`config.mk`:
```
export PLATFORM = sky130hd
export DESIGN_NAME = count_seq_monitor_flat
export DESIGN_NICKNAME = d
export VERILOG_FILES = /design/src/rtl/count_seq_monitor_if.sv /design/src/rtl/count_seq_monitor.sv /design/src/flat_wrapper.sv
export SDC_FILE = /design/constraint.sdc
export NUM_CORES = 1
export LEC_CHECK = 0
export BUFFER_PORTS_ARGS = -buffer_cell sky130_fd_sc_hd__clkbuf_2
export CAP_MARGIN = 40
export CORE_MARGIN = 4
export CORE_UTILIZATION = 60
export CTS_CLUSTER_DIAMETER = 30
export DETAILED_ROUTE_END_ITERATION = 16
export PLACE_DENSITY_LB_ADDON = 0.05
export SLEW_MARGIN = 20
export SYNTH_ARGS = -nofsm -noshare
export SYNTH_HDL_FRONTEND = slang
export SYNTH_SLANG_ARGS = --single-unit
```
`constraint.sdc`:
```
create_clock -name clk -period 6.55 [get_ports clk]
set_clock_uncertainty 0.2 [all_clocks]
set_input_delay 1.31 -clock clk [delete_from_list [all_inputs] [get_ports clk]]
set_output_delay 1.31 -clock clk [all_outputs]
set_load 0.05 [all_outputs]
```
`src/rtl/count_seq_monitor_if.sv`:
```
// Bundles the count sample, error clear and status outputs of count_seq_monitor.
// The master drives the sample and the clear; the slave (the monitor) drives the status.
interface count_seq_monitor_if #(
    parameter int W = 11
);
    logic [W-1:0] c_in;
    logic         clr_err;
    logic         locked;
    logic         fault;
    logic         seq_err;
    logic         range_err;
    logic [15:0]  period_cnt;
    logic [7:0]   err_cnt;

    modport master (
        output c_in, clr_err,
        input  locked, fault, seq_err, range_err, period_cnt, err_cnt
    );

    modport slave (
        input  c_in, clr_err,
        output locked, fault, seq_err, range_err, period_cnt, err_cnt
    );
endinterface

```
`src/rtl/count_seq_monitor.sv`:
```
// Watches an upstream wrap counter: locks onto its sequence, flags skips and
// out-of-range samples, counts completed periods, and latches a fault after repeated errors.
module count_seq_monitor #(
    parameter int W         = 11,
    parameter int WRAP      = 200,
    parameter int RESTART   = 1,
    parameter int ERR_LIMIT = 3
) (
    input  logic               clk,
    input  logic               rst,
    count_seq_monitor_if.slave mon
);
    localparam int RW = $clog2(ERR_LIMIT + 1);
    localparam logic [W-1:0] WRAP_V    = W'(WRAP);
    localparam logic [W-1:0] RESTART_V = W'(RESTART);

    typedef enum logic [1:0] {SYNC, TRACK, FAULT} state_t;

    state_t         state_q, state_d;
    logic [W-1:0]   prev;
    logic           prev_vld;
    logic [RW-1:0]  run_q, run_d;
    logic [15:0]    pcnt_q, pcnt_d;
    logic [7:0]     ecnt_q, ecnt_d;
    logic           seq_q, seq_d;
    logic           rng_q, rng_d;
    logic [W-1:0]   exp_v;
    logic           over;

    assign exp_v = (prev == WRAP_V) ? RESTART_V : prev + W'(1);
    assign over  = mon.c_in > WRAP_V;

    always_comb begin
        state_d = state_q;
        run_d   = run_q;
        pcnt_d  = pcnt_q;
        ecnt_d  = ecnt_q;
        seq_d   = 1'b0;
        rng_d   = 1'b0;
        if (mon.clr_err) begin
            state_d = SYNC;
            run_d   = '0;
            ecnt_d  = '0;
        end else begin
            unique case (state_q)
                SYNC: begin
                    // Nothing is judged until a previous sample exists.
                    if (prev_vld) begin
                        rng_d = over;
                        if (mon.c_in == exp_v) state_d = TRACK;
                    end
                end
                TRACK: begin
                    if (mon.c_in == exp_v) begin
                        run_d = '0;
                        if (prev == WRAP_V && pcnt_q != 16'hFFFF) pcnt_d = pcnt_q + 16'd1;
                    end else if (mon.c_in == '0) begin
                        // Upstream counter was reset: resynchronise quietly.
                        state_d = SYNC;
                        run_d   = '0;
                    end else begin
                        seq_d = 1'b1;
                        rng_d = over;
                        run_d = run_q + RW'(1);
                        if (ecnt_q != 8'hFF) ecnt_d = ecnt_q + 8'd1;
                        if (int'(run_q) + 1 >= ERR_LIMIT) state_d = FAULT;
                    end
                end
                FAULT: ;
                default: state_d = SYNC;
            endcase
        end
    end

    always_ff @(posedge clk) begin
        if (rst) begin
            state_q  <= SYNC;
            prev     <= '0;
            prev_vld <= 1'b0;
            run_q    <= '0;
            pcnt_q   <= '0;
            ecnt_q   <= '0;
            seq_q    <= 1'b0;
            rng_q    <= 1'b0;
        end else begin
            state_q  <= state_d;
            prev     <= mon.c_in;
            prev_vld <= 1'b1;
            run_q    <= run_d;
            pcnt_q   <= pcnt_d;
            ecnt_q   <= ecnt_d;
            seq_q    <= seq_d;
            rng_q    <= rng_d;
        end
    end

    assign mon.locked     = (state_q == TRACK);
    assign mon.fault      = (state_q == FAULT);
    assign mon.seq_err    = seq_q;
    assign mon.range_err  = rng_q;
    assign mon.period_cnt = pcnt_q;
    assign mon.err_cnt    = ecnt_q;
endmodule

```
`src/flat_wrapper.sv`:
```
// flat-port wrapper written by rule: the top's interface ports become plain ports
module count_seq_monitor_flat 
#(
    parameter int W         = 11,
    parameter int WRAP      = 200,
    parameter int RESTART   = 1,
    parameter int ERR_LIMIT = 3
)
  (clk, rst, mon_c_in, mon_clr_err, mon_locked, mon_fault, mon_seq_err, mon_range_err, mon_period_cnt, mon_err_cnt);
  count_seq_monitor_if #(.W(W)) mon_i ();
  input  logic clk;
  input  logic rst;
  input wire logic [$bits(mon_i.c_in)-1:0] mon_c_in;
  input wire logic [$bits(mon_i.clr_err)-1:0] mon_clr_err;
  output wire logic [$bits(mon_i.locked)-1:0] mon_locked;
  output wire logic [$bits(mon_i.fault)-1:0] mon_fault;
  output wire logic [$bits(mon_i.seq_err)-1:0] mon_seq_err;
  output wire logic [$bits(mon_i.range_err)-1:0] mon_range_err;
  output wire logic [$bits(mon_i.period_cnt)-1:0] mon_period_cnt;
  output wire logic [$bits(mon_i.err_cnt)-1:0] mon_err_cnt;
  assign mon_i.c_in = mon_c_in;
  assign mon_i.clr_err = mon_clr_err;
  assign mon_locked = mon_i.locked;
  assign mon_fault = mon_i.fault;
  assign mon_seq_err = mon_i.seq_err;
  assign mon_range_err = mon_i.range_err;
  assign mon_period_cnt = mon_i.period_cnt;
  assign mon_err_cnt = mon_i.err_cnt;
  count_seq_monitor #(.W(W), .WRAP(WRAP), .RESTART(RESTART), .ERR_LIMIT(ERR_LIMIT)) u_core (.clk(clk), .rst(rst), .mon(mon_i));
endmodule
```
# Yosys cells after proc, flatten, opt, wreduce, memory -nomap -nowiden
# Index checks and enable logic that the tools add are counted.
word_totals:
  output_inout_bits: 28
  ff_bits: 42
  input_bits: 14
  word_cells: 53
classes:
  addsub: 5
  n_reduce_logical: 8
  n_eq_ne: 10
  muxes: 15
  n_bitwise: 5
  order_cmp: 2
ops:
  columns: ["operator", "count"]
  rows:
  - ["32-bit by 3-bit greater-or-equal comparator with 1-bit output (second input constant)", 1]
  - ["16-bit by 1-bit adder with 16-bit output (second input constant)", 1]
  - ["16-bit != test (second input constant)", 1]
  - ["2-bit two-way mux", 7]
  - ["11-bit by 1-bit adder with 11-bit output (second input constant)", 1]
  - ["11-bit equality test", 1]
  - ["11-bit by 8-bit equality test with 1-bit output (second input constant)", 1]
  - ["11-bit by 8-bit greater-than comparator with 1-bit output (second input constant)", 1]
  - ["11-bit zero test", 1]
  - ["11-bit two-way mux", 1]
  - ["8-bit by 1-bit adder with 8-bit output (second input constant)", 1]
  - ["8-bit != test (second input constant)", 1]
  - ["4-bit AND reduction", 2]
  - ["2-bit case mux with 3 select lines", 1]
  - ["1-bit two-way mux", 5]
  - ["1-bit NOT", 5]
  - ["5-bit AND reduction", 1]
  - ["2-bit by 1-bit != test with 1-bit output (second input constant)", 2]
  - ["4-bit OR reduction", 1]
  - ["2-bit by 1-bit adder with 3-bit output (second input constant)", 1]
  - ["3-bit by 1-bit != test with 1-bit output (second input constant)", 1]
  - ["2-bit by 1-bit adder with 2-bit output (second input constant)", 1]
  - ["2-bit by 1-bit equality test with 1-bit output (second input constant)", 1]
  - ["2-bit equality test (second input constant)", 1]
  - ["other kinds (5)", 5]

# Longest topological paths before layout
# Gate-level depths: netlist of run 1.
depth:
  depth_word: 6
  mapped_depth: 12
  mapped_depth_nobuf: 10

# Least setup slack after synthesis of run 1
# OpenSTA, ideal clock, no wires.
synth_path:
  path_type: "in2reg"
  start: "input port mon_c_in[4]"
  end: "register u_core.pcnt_q[10] (netlist: u_core.mon.period_cnt[10])"
  setup_ns: 0.121
  path_buffers: 1
  stages: 8
  t_arrival_ns: 3.303
  required_time_ns: 6.229
  path_slack_ns: 2.927
  cell_sequence: "nor2b_1 or2_1 a2111oi_0 o21ai_0 or4b_4 buf_6 nor4_1 mux2_2"
synth_via:
  elab_chain_cells: 2
synth_rtl:
  columns: ["item", "line", "rtl"]
  rows:
  - ["start, declared", "flat_wrapper.sv:13", "input wire logic [$bits(mon_i.c_in)-1:0] mon_c_in;"]
  - ["11-bit equality test", "count_seq_monitor.sv:54", "if (mon.c_in == exp_v) begin"]
  - ["4-bit AND reduction (no line)", null, null]
  - ["end signal, assigned", "count_seq_monitor.sv:90", "pcnt_q <= pcnt_d;"]
  - ["end, declared", "count_seq_monitor.sv:23", "logic [15:0] pcnt_q, pcnt_d;"]
# Every way passes these cells.
# A chain may end at the register's enable or synchronous reset.

# Final worst setup path of run 1
layout_path:
  start: "input port mon_c_in[4]"
  end: "register u_core.pcnt_q[14] (netlist: u_core.mon.period_cnt[14])"
# Same word-level chain as after synthesis.

==> results.md, run 1 <==
* Reg2reg setup slack at around 3.1 ns
* IO buf count at 41
* Worst setup EP type: register
* First-pass GRT wire length at roughly 9000 µm
* CTS root buffer: clkbuf_8
* Reg2reg path depth at 10
* Commonest cells after routing, fill and taps aside: 42 x dfxtp_1, 41 x clkbuf_2, 26 x nand2_1
* Worst path required time at approximately 6.5 ns
* Clk slew on worst S/H paths at around 0.08 ns
* Top_reg_cell synth: dfxtp_1
* ANT cells at 0
* Initial Util at 0.641
* Initial antenna violation count at 0
* Synth async-reset ratio at 0
* GP Congestion at 0.861
* CP startpoint kind: primary input
* CTS Buf Count at 5
* Slew @ Worst Pin at 0.718 ns
* Final Hold Vio Count at 0
* Distinct cells, synth at 59
* Post-Route Setup TNS at 0 ns
* DR DRC count at 0
* Rows at 22
* Max-slew headroom at 0.521
* CTS H-tree depth at 2
* Final Critical Period at 3.73 ns
* Clk Latency, worst-skew pair at 0.30 ns
* Post-Syn Nets at 307
* RSZ-0062 raised after global routing: false
* Die height at 71.5 µm
* Setup ws final at 2.82 ns
* Congestion Overflow GR at 0
* Vias in the first global route at 1,957
* Area Growth Syn to Fin at 12.1%
* Die area at 5110 µm²
* Pwr dens at 180 nW/µm²
* Crit Path Max Fanout at 38
* Number of top-level pins at 42
* Routed len/inst at 14.7 µm
* Vias at 2,271
* Cell Area, Synth at approximately 2400 µm²
* Sequential area share after synthesis at 0.348
* Synth Register Bits at 42
* Post-synth EDFFs at 0
* Max-slew violations at 0
* Share of cells above drive strength 1 at 0.191
* Hold_buf cts at 0
* Fmax at 0.268 GHz
* VDD IR max at between 0.0001 and 0.00015 V
* Overall routed net length at between 5000 and 6000 µm
* Hold WC Path Type: register to register
* Die Span X at 71.5 µm
* Leak pwr at around 0.0011 µW
* Syn Inst Count at around 290
* Critical Path AT at about 3.7 ns
* Nets@finish at approximately 340
* Setup WS pre-CTS at 2.54 ns
* Largest net degree at the start of global routing at 39
* Setup Buffers After CTS at 0
* Vias per inst at 6.10
* Detail Route Antenna Nets at 0
* Hold Crit Depth at 2
* Crit Path Class: primary input to register
* Synth warnings at 0
* Max Cap Violations at 0
* Core region area at 3770 µm²
* Clock sink count at 42
* Clock Path Buffers at 2
* CTS tree: done
* Setup violations, final at 0
* GRT Resource Usage Total at 0.216
* Syn Area/Cell at 8.42 µm²
* Drt first pass iters at 4
* Final worst path period share at 0.570
* Commonest non-fill, non-tap cell in the layout: dfxtp_1
* Detailed placement HPWL at 3910 µm
* Post-cts resize count at 0
* Outcome: complete, no violations
* First DRT Iteration DRCs at 199
==> report_power, final <==
| part | total [µW] | internal (µW) | leakage, µW | switching (µW) |
|---|---|---|---|---|
| sequential | 267 | 260 | 0.000342 | 6.82 |
| clock | 176 | 85.2 | 0.0000482 | 90.7 |
| combinational | 46.0 | 18.9 | 0.000682 | 27.1 |
| total | 489 | 364 | 0.00107 | 125 |
==> cell usage after synthesis, types with 5 or more instances <==
cell type	n	area [µm²]
nand2_1	26	97.6
a21oi_1	8	40.0
or4_1	5	37.5
nor4_1	10	62.6
inv_1	8	30.0
dfxtp_1	42	841
mux2i_1	5	50.1
nor2b_1	18	113
nand4_1	6	37.5
mux2_2	5	56.3
or3_1	8	50.1
nor2_1	25	93.8
nand3_1	14	70.1
ha_1	6	75.1
o31ai_1	8	60.1
xnor2_1	8	70.1
clkbuf_1	6	22.5
and3_1	5	31.3
==> per-layer routing <==
metal	routed length, µm	vias to the layer above	global-route usage
met5	0	-	0
met4	94	0	0.0668
met3	287	10	0.0547
met2	2510	62	0.335
met1	2590	1049	0.295
li1	-	1150	-
==> critical path, stage by stage <==
cell       delay [ns]
clkbuf_2         0.13
nor2b_1          0.15
or2_1            0.21
a2111oi_0        0.32
o21ai_0          0.15
or4b_4           0.69
nor4_1           0.37
mux2_2           0.37
==> state kept, by name, summed over array words and instances (netlist names) <==
register,flops
u_core.prev,11
u_core.state_q,2
u_core.mon.period_cnt,16
u_core.mon.seq_err,1
u_core.prev_vld,1
u_core.mon.range_err,1
u_core.mon.err_cnt,8
u_core.run_q,2
==> final timing paths <==
check                                startpoint                                     end
min reg2reg  u_core.mon.err_cnt[1]$_SDFFE_PP0P_      u_core.mon.err_cnt[1]$_SDFFE_PP0P_
min          u_core.mon.err_cnt[1]$_SDFFE_PP0P_      u_core.mon.err_cnt[1]$_SDFFE_PP0P_
max reg2reg           u_core.prev[0]$_SDFF_PP0_  u_core.mon.period_cnt[14]$_SDFFE_PP0P_
max                                 mon_c_in[4]  u_core.mon.period_cnt[14]$_SDFFE_PP0P_
==> kinds of logic after synthesis <==
group	share of synthesized area
adder cells (fa/ha/maj)	0.0311
AND/OR/NAND/NOR	0.330
multiplexers	0.0440
AO/OA/AOI/OAI	0.167
buffers and inverters	0.0404
flip-flops	0.348
XOR/XNOR	0.0399
==> layout make-up <==
type / instances / area (µm²)
Clock buffer: 7 / 86.3
Clock inverter: 1 / 5.00
Fill cell: 314 / 1060
Inverter: 9 / 33.8
Multi-Input combinational cell: 224 / 1480
Sequential cell: 42 / 841
Tap cell: 48 / 60.1
Timing Repair Buffer: 41 / 205
==> through the flow <==
stage          area, µm²   util  total power [µW]  instances  hold slack [ns]
2_1_floorplan       2420      -               303        287            0.269
3_3_place_gp        2620  0.694               317        364            0.290
3_5_place_dp        2620  0.694               318        364            0.295
4_1_cts             2710  0.719               491        372            0.305
5_1_grt             2710  0.719               509        372            0.333
6_report            2710  0.719               489        372            0.306
Note: power is estimated with default switching activity, not from simulation.
==> run 2: changes to the inputs <==
--- a/config.mk
+++ b/config.mk
@@ -8,7 +8,7 @@
 export BUFFER_PORTS_ARGS = -buffer_cell sky130_fd_sc_hd__clkbuf_2
 export CAP_MARGIN = 40
 export CORE_MARGIN = 4
-export CORE_UTILIZATION = 60
+export CORE_UTILIZATION = 50
 export CTS_CLUSTER_DIAMETER = 30
 export DETAILED_ROUTE_END_ITERATION = 16
 export PLACE_DENSITY_LB_ADDON = 0.05
==> constraint.sdc (replaced) <==
create_clock -name clk -period 3.07 [get_ports clk]
set_clock_uncertainty 0.2 [all_clocks]
set_input_delay 0.614 -clock clk [delete_from_list [all_inputs] [get_ports clk]]
set_output_delay 0.614 -clock clk [all_outputs]
set_load 0.05 [all_outputs]
==> results.md, run 2 (synthesis gave the netlist of run 1 again) <==
* Crit Path Class: register to register
* Nets@finish at 369
* Overall routed net length at 6190 µm
* RSZ-0062 raised after global routing: true
* Critical Path AT at 3.06 ns
* Routed len/inst at 15.3 µm
* Hold WC Path Type: register to register
* Drt first pass iters at 4
* Clk Latency, worst-skew pair at 0.30 ns
* Final Hold Vio Count at 0
* Worst path required time at 3.06 ns
* CTS Buf Count at 5
* Detail Route Antenna Nets at 0
* Final Critical Period at 3.06 ns
* Sequential cell area at 853 µm²
* Crit Path Max Fanout at 8
* CTS H-tree depth at 2
* Fmax at 0.327 GHz
* HP Start: u_core.mon.period_cnt[15]$_SDFFE_PP0P_
* VDD IR max at 0.000212 V
* Cell internal pwr at around 780 µW
* ANT cells at 0
* CTS tree: done
* Congestion Overflow GR at 0
* Vias per inst at 5.92
* Die area at 6010 µm²
* Max-slew violations at 0
* GP Congestion at between 0.8 and 0.9
* Dpl cells at roughly 390
* Vias at ~2,400
* Initial Util at 0.515
* Final worst path period share at 0.998
* Hold Crit Depth at 2
* Area Growth Syn to Fin at 30.1%
* Worst setup EP type: register
* Part of the power in registers at 0.532
* Leak pwr at between 0.001 and 0.0015 µW
* IO buf count at 41
* Core region area at 4690 µm²
* Die Span X at approximately 78 µm
* Clock power frac at 0.350
* Die height at between 70 and 80 µm
* Commonest non-fill, non-tap cell in the layout: clkbuf_2
* Slew @ Worst Pin at 0.416 ns
* Gate power share at 0.118
* Share of cells above drive strength 1 at 0.326
* Outcome: complete, no violations
* Setup WS pre-CTS at -0.110 ns
* Multi-input logic area at 1670 µm²
* Fillers at 431
* Largest net degree at the start of global routing at 24
* CTS root buffer: clkbuf_8
* First-pass GRT wire length at 9750 µm
* P_sw at 294 µW
* Detailed placement HPWL at 4240 µm
* Reg2Reg Launch Point: u_core.prev[0]$_SDFF_PP0_
* Setup violations, final at 0
* Worst Setup SP: u_core.prev[0]$_SDFF_PP0_
* CP startpoint kind: register
* GRT Resource Usage Total at 0.198
* Setup ws final at between 0.007 and 0.008 ns
* Pwr Total at between 1000 and 1500 µW
* Reg2reg path depth at 10
* Max-slew headroom at 0.722
* Number of top-level pins at 42
* Clock Path Buffers at 2
* Max reg flops at 16
* Pwr dens at about 340 nW/µm²
* DR DRC count at 0
* Initial antenna violation count at 0
* Vias in the first global route at 2,121
* Rows at 25
* Layout Cells excl Fill at 404
* Clk slew on worst S/H paths at ~0.09 ns
* Switch share at 0.275
* Max Cap Violations at 0
* First DRT Iteration DRCs at 97
* Commonest cells after routing, fill and taps aside: 42 x clkbuf_2, 36 x dfxtp_1, 26 x nand2_1
* Clock sink count at 42
## run 2: cell type report
cell class,instances,area share
Multi-Input combinational cell,225,0.530
Tap cell,54,0.0215
Clock inverter,3,0.00796
Clock buffer,5,0.0219
Timing Repair Buffer,66,0.135
Inverter,9,0.0123
Sequential cell,42,0.271
## run 2: power by group through the flow
stage | logic [µW] | clock network, µW | registers, µW
6_report | 126 | 375 | 569
3_3_place_gp | 110 | 0 | 580
5_1_grt | 139 | 412 | 572
2_1_floorplan | 67.8 | 0 | 579
3_5_place_dp | 112 | 0 | 580
4_1_cts | 113 | 384 | 567
## run 2: critical path, stage by stage (launching register included)
cell and delay, ns:
dfxtp_4 0.40, buf_4 0.12, nand3_2 0.07, xnor2_2 0.16, or3b_1 0.40, o22ai_2 0.17
a21oi_2 0.09, or4b_4 0.68, buf_6 0.19, o31a_1 0.28, o21a_1 0.18
## run 2: metrics by stage
step / util / hold WS (ns) / TNS [ns] / instance area [µm²]
floorplan: - / 0.269 / 0 / 2420
global placement: 0.587 / 0.287 / -0.402 / 2750
detailed placement: 0.587 / 0.291 / -0.616 / 2750
CTS: 0.610 / 0.307 / -0.214 / 2860
global route: 0.670 / 0.330 / -0.364 / 3150
finish: 0.670 / 0.306 / 0 / 3150
## run 2: what timing repair did
| item | 4_1_cts | 5_1_grt |
|---|---|---|
| gates resized for setup | 2 | 53 |
| setup buffers | 1 | 7 |
| cloned | 0 | 2 |
| hold buffers | 0 | 0 |
| pin swaps | 1 | 14 |
| endpoints found under the setup margin | 10 | 30 |
## run 2: worst paths after layout
path,to,slack (ns)
max,u_core.mon.period_cnt[9]$_SDFFE_PP0P_,0.008
max reg2reg,u_core.mon.period_cnt[9]$_SDFFE_PP0P_,0.008
min,u_core.mon.period_cnt[15]$_SDFFE_PP0P_,0.31
min reg2reg,u_core.mon.period_cnt[15]$_SDFFE_PP0P_,0.31
## run 2: routing by layer
| metal | up-vias | track usage | share of wire |
|---|---|---|---|
| li1 | 1193 | - | - |
| met1 | 1125 | 0.262 | 0.48 |
| met2 | 66 | 0.326 | 0.46 |
| met3 | 8 | 0.0360 | 0.047 |
| met4 | 0 | 0.0658 | 0.014 |
| met5 | - | 0 | 0 |
